--- src/rtl/skolem_chk_pkg.sv ---
// Shared definitions for the Skolem sweep checker: FSM states, default width,
// and the inverse-constraint predicate used by both the witness and the
// candidate checks.
package skolem_chk_pkg;

   localparam int W_DEF = 4;

   // Widest operand the predicate is written for; callers zero-extend.
   localparam int MAX_W = 16;

   typedef enum logic [2:0] {
      ST_IDLE,
      ST_APPLY,
      ST_SEARCH,
      ST_JUDGE,
      ST_DONE
   } state_t;

   // cond(x,s,t) = $signed(x >>u s) <= $signed(t) at width w.
   // Operands arrive zero-extended from w bits. The signed compare is done
   // by flipping bit w-1 of both sides, which maps w-bit two's complement
   // order onto unsigned order. Any s >= w shifts x to zero naturally.
   function automatic logic inv_cond(input logic [MAX_W-1:0] x,
                                     input logic [MAX_W-1:0] s,
                                     input logic [MAX_W-1:0] t,
                                     input int               w);
      logic [MAX_W-1:0] sh;
      logic [MAX_W-1:0] msb;
      sh  = x >> s;
      msb = MAX_W'(1) << (w - 1);
      return ((sh ^ msb) <= (t ^ msb));
   endfunction

endpackage

--- src/rtl/skolem_sweep_checker_cond.sv ---
// Combinational wrapper around inv_cond at a fixed operand width.
module skolem_inv_cond
   import skolem_chk_pkg::*;
#(
   parameter int W = W_DEF
) (
   input  logic [W-1:0] x,
   input  logic [W-1:0] s,
   input  logic [W-1:0] t,
   output logic         ok
);

   assign ok = inv_cond(MAX_W'(x), MAX_W'(s), MAX_W'(t), W);

endmodule

--- config.mk ---
export PLATFORM = sky130hd
export DESIGN_NAME = skolem_inv_cond
export DESIGN_NICKNAME = d
export VERILOG_FILES = /design/src/rtl/skolem_chk_pkg.sv /design/src/rtl/skolem_sweep_checker_cond.sv
export SDC_FILE = /design/constraint.sdc
export NUM_CORES = 1
export LEC_CHECK = 0
export CAP_MARGIN = 15
export CORE_AREA = 2 2 39 41
export DETAILED_ROUTE_END_ITERATION = 12
export DIE_AREA = 0 0 41 43
export PLACE_DENSITY = 0.38
export SLEW_MARGIN = 5
export SYNTH_ARGS = -nofsm -noshare
export SYNTH_HDL_FRONTEND = slang
export SYNTH_SLANG_ARGS = --single-unit
--- constraint.sdc ---
create_clock -name vclk -period 1.7
set_input_delay 0.34 -clock vclk [all_inputs]
set_output_delay 0.34 -clock vclk [all_outputs]
set_load 0.005 [all_outputs]
==> metrics, run 1 <==
global-route wire length before repair roughly 930 microns; PortBufs 13; failing checks negative setup slack; Final #Nets 58; Reg area 0 sq um; run status finished with violations; critical path endpoint category output pin; max-slew violation count 0; Unique masters post-synth 16; cells after synthesis 22; Worst slew margin approximately 80%; RSZ-0062 raised after global routing yes; initial DRC count 0; Req. time, crit path around 1.4 ns; max_cap viols 0; wire length per cell 10.46 microns; register area share after synthesis 0%; share of layout cells above drive strength 1 roughly a third; via count approximately 230; antenna violations before repair 0; DRC 0; Synth Cell Area roughly 170 sq um; PD cells 214.0 nW/um^2; peak supply drop 0.00004707 V; worst-path fanout max 2; Bufs and invs on worst path 2; final setup fails 1; Final Critical Period about 2.1 ns; Area Overhead vs Synth 110.1%; die area 1763 sq um; CP delay by family, top compound AO/OA/AOI/OAI gates; CP peak stage delay roughly 0.28 ns; measured slew at the worst slew-check pin 0.2955 ns; die width 41 microns; syn_nets 38; diode count 0; crit path launch type primary input; Yosys warnings 0; HPWL after detailed placement 479.8 microns; fill count about 160; FFs & Latches 0; overall die height 43 microns; worst-path cell chain buf_6, mux2i_4, o22ai_1, and2_1, ha_1, nor2b_1, o211a_1, o21ai_1, buf_2; Starting Density 12.48%; first-pass iteration count of the detailed router 1; WS Path Type primary input to output pin; Core Region approximately 1400 sq um; Critical Path Source s[1]; slowest cell on the critical path ha_1; number of global-route vias before repair 225; DR vias/cell 4.179; Final Hold Vio Count 0; WL final 586 microns; Clock Buffer Count 0; HP Class primary input to output pin; Int Pwr 0.04880 mW; GRT Total Usage 6.993%; synthesized area per cell 7.848 sq um; sw frac 37.15%; TNS Setup -0.3757 ns; Leak between 0.15 and 0.2 nW; global placement routability congestion 0.6357; Final Cycle Share 122.1%; Core Rows 14; sw power ~0.029 mW; largest net degree at the start of global routing 6; post-route ant nets 0; Clk pwr share 0%; Fmax 0.4818 GHz; Sequential Power Share 0%; minimum hold slack 1.345 ns; setup ws final -0.3757 ns; hold path start s[0]; GR Overflow Total 0; combinational share of power between 90% and 100%; # IOs 13; crit path DAT between 1.5 and 2 ns
## power groups by stage
stage                     Sequential, mW  Clock [mW]  Combinational [mW]
final                                  0           0              0.0777
after global routing                   0           0              0.0856
after CTS                              0           0              0.0723
after detailed placement               0           0              0.0753
after global placement                 0           0              0.0733
after floorplan                        0           0              0.0253
## tightest hold or removal path: stages
cell and delay [ns]:
clkbuf_2 0.13, nand4bb_1 0.13, ha_1 0.14, a21o_1 0.08
o21ai_1 0.06, buf_2 0.12
## final timing paths
path / slack, ns / depth (start not counted) / endpoint
worst min-delay path: 1.34 / 6 / ok
worst max-delay path: -0.38 / 9 / ok
## per-layer routing
metal	GRT usage [%]	vias up	wire length, microns
met5	0	-	0
li1	-	123	-
met3	0	0	0
met1	9.177	111	217
met4	0	0	0
met2	12.81	0	369
## per-stage QoR
| step | std cells | util (%) | total power [mW] | setup slack, ns | area (sq um) |
|---|---|---|---|---|---|
| after global routing | 56 | 26.22 | 0.08558 | -0.4533 | 362.8 |
| after floorplan | 22 | - | 0.02532 | -0.1215 | 172.7 |
| after global placement | 55 | 25.50 | 0.07329 | -1.191 | 352.8 |
| after detailed placement | 55 | 25.50 | 0.07528 | -1.231 | 352.8 |
| final | 56 | 26.22 | 0.07766 | -0.3757 | 362.8 |
| after CTS | 56 | 25.32 | 0.07232 | -0.4331 | 350.3 |
## cell type report
type	count	area (sq um)	area share, %
multi-input cells	20	186.4	51.38
repair buffers	18	148.9	41.03
well taps	16	20.02	5.517
inverters	2	7.507	2.069
## cell usage after synthesis
| cell | count | area (sq um) |
|---|---|---|
| a21o_1 | 1 | 7.510 |
| nor2b_1 | 1 | 6.260 |
| nor2_1 | 1 | 3.750 |
| mux2i_1 | 2 | 20.02 |
| o211a_1 | 1 | 10.01 |
| inv_1 | 2 | 7.510 |
| o211ai_1 | 1 | 7.510 |
| nand2_1 | 2 | 7.510 |
| and2_1 | 1 | 6.260 |
| o22ai_1 | 1 | 6.260 |
| nand4bb_1 | 1 | 11.26 |
| nand4_1 | 1 | 6.260 |
| ha_1 | 4 | 50.05 |
| nor4_1 | 1 | 6.260 |
| mux2_2 | 1 | 11.26 |
| o21ai_0 | 1 | 5.000 |
## cell families after synthesis
kind of cell	after synthesis	share of synthesized area, %
muxes	3	18.12
adders and majority gates	4	28.99
AOI/OAI and AO/OA	5	21.02
and+or+nand+nor	8	27.54
buffers and inverters	2	4.349
## cells in the final DEF, fill, tap and decap left out, types with 2 or more instances in the layout
cell type	n
buf_2	3
buf_4	4
buf_6	2
clkdlybuf4s50_1	4
dlygate4sd2_1	3
ha_1	3
inv_1	2
nand2_1	2
## repair_timing
action	in CTS	in global routing
hold buffers	0	0
setup endpoints to repair	1	1
resized for setup	25	5
setup buffers	1	0
pin swaps	7	6
No activity file was read; power rests on OpenSTA's default activity.
==> run 2: changes to the inputs <==
--- a/config.mk
+++ b/config.mk
@@ -5,10 +5,11 @@
 export SDC_FILE = /design/constraint.sdc
 export NUM_CORES = 1
 export LEC_CHECK = 0
-export CAP_MARGIN = 15
+export CAP_MARGIN = 30
 export CORE_AREA = 2 2 39 41
 export DETAILED_ROUTE_END_ITERATION = 12
 export DIE_AREA = 0 0 41 43
+export GPL_TIMING_DRIVEN = 0
 export PLACE_DENSITY = 0.38
 export SLEW_MARGIN = 5
 export SYNTH_ARGS = -nofsm -noshare
==> run 2 against run 1 <==
The run still ends with negative setup slack left. Via count down 5.1%. Clock-buffer cell count unchanged. Cell area down 1.0%. First-iteration DRC count up 3. Die area unchanged. Fmax up 0.81%. Global-route usage down 0.10 points. Sequential share of layout area unchanged. Worst setup slack better by 0.017 ns. Largest cell class unchanged. Largest power group unchanged. Highest routed layer unchanged.
==> metrics, run 2 (same netlist as run 1, synthesis figures left out) <==
run status finished with violations; failing checks negative setup slack; crit path launch type primary input; Finished Layout Cells 55; max_cap viols 0; PortBufs 13; FFs & Latches 0; GR Overflow Total 0; Final Critical Period about 2.1 ns; Core Region between 1000 and 1500 sq um; Critical Path Source s[1]; setup ws final -0.3589 ns; # IOs 13; final setup fails 1; fill count between 150 and 200; Leak approximately 0.18 nW; peak supply drop around 0.000037 V; DRC 0; post-route ant nets 0; Clock Buffer Count 0; Worst slew margin 82.47%; Req. time, crit path 1.36 ns; global placement routability congestion 0.6021; Core Rows 14; WL final 568 microns; diode count 0; Fmax slightly below 0.5 GHz; crit path DAT 1.72 ns; Area Overhead vs Synth 108.0%; global-route wire length before repair 910 microns; RSZ-0062 raised after global routing yes; first-pass iteration count of the detailed router 4; antenna violations before repair 0; HPWL after detailed placement 442.6 microns; initial DRC count 3; CTS Hold Bufs 0; max-slew violation count 0; Final #Nets 57; largest net degree at the start of global routing 7; wire length per cell roughly 10 microns; HP Class primary input to output pin; share of layout cells above drive strength 1 33.33%; measured slew at the worst slew-check pin 0.2606 ns; overall die height between 40 and 50 microns; placed cells 51; critical path endpoint category output pin; Final Cycle Share 121.1%; Reg area 0 sq um; worst-path fanout max 3; multi-input combinational cell area approximately 190 sq um; final core occ between 20% and 30%; via count 222; die width between 40 and 50 microns; Final Hold Vio Count 0; WS Path Type primary input to output pin; DR vias/cell 4.036; total power 0.07720 mW; commonest cells after routing, fill and taps aside buf_2, clkdlybuf4s50_1, ha_1, dlygate4sd2_1, buf_4; Starting Density 12.48%; die area 1763 sq um; PD cells roughly 210 nW/um^2; crit path to ok; GRT Total Usage 6.893%; number of global-route vias before repair 244
[run 2: changes by cell type in the layout (fill, tap and decap cells not counted)]
cell / delta
buf_2: +1
buf_4: -1
clkbuf_2: -1
buf_6: -1
buf_8: +1
[run 2: worst min-delay path by stage]
stage / from / end / slack (ns) / depth (start not counted)
3_3_place_gp: t[3] / ok / 1.87 / 5
2_1_floorplan: t[3] / ok / 0.94 / 3
4_1_cts: x[3] / ok / 1.29 / 6
3_5_place_dp: t[3] / ok / 1.88 / 5
6_report: x[3] / ok / 1.33 / 6
5_1_grt: x[3] / ok / 1.36 / 6
[run 2: cell type report]
cell class	count	area share, %
Timing Repair Buffer	17	40.42
Inverter	2	2.091
Tap cell	16	5.575
Multi-Input combinational cell	20	51.92
[run 2: power breakdown]
group	leakage (nW)	internal, mW	switching, mW
Combinational	0.178	0.0488	0.0284
Clock	0	0	0
Sequential	0	0	0
Total	0.178	0.0488	0.0284
[run 2: timing repair]
| item | 4_1_cts | 5_1_grt |
|---|---|---|
| pin swaps | 7 | 6 |
| resized for setup | 29 | 4 |
| buffers inserted | 3 | 1 |
| endpoints found under the setup margin | 1 | 1 |
[run 2: critical path, stage by stage]
cell and delay [ns]:
buf_8 0.09, mux2i_4 0.21, o22ai_1 0.09, and2_1 0.14
ha_1 0.28, nor2b_1 0.13, o211a_1 0.19, o21ai_1 0.12
buf_2 0.13
[run 2: per-layer routing]
metal	GRT usage, %	wire length [microns]	up-vias	part of all wire (%)
met5	0	0	-	0
met4	0	0	0	0
met3	0	0	0	0
met2	14.06	371	0	65
met1	7.595	197	102	35
li1	-	-	120	-
[run 2: per-stage QoR]
| stage | TNS [ns] | hold slack (ns) | area, sq um | setup WS [ns] |
|---|---|---|---|---|
| after detailed placement | -1.312 | 1.875 | 322.8 | -1.312 |
| after floorplan | -0.1215 | 0.9426 | 172.7 | -0.1215 |
| after global placement | -1.271 | 1.869 | 322.8 | -1.271 |
| after CTS | -0.4132 | 1.291 | 341.6 | -0.4132 |
| after global routing | -0.4600 | 1.357 | 359.1 | -0.4600 |
| final | -0.3589 | 1.328 | 359.1 | -0.3589 |
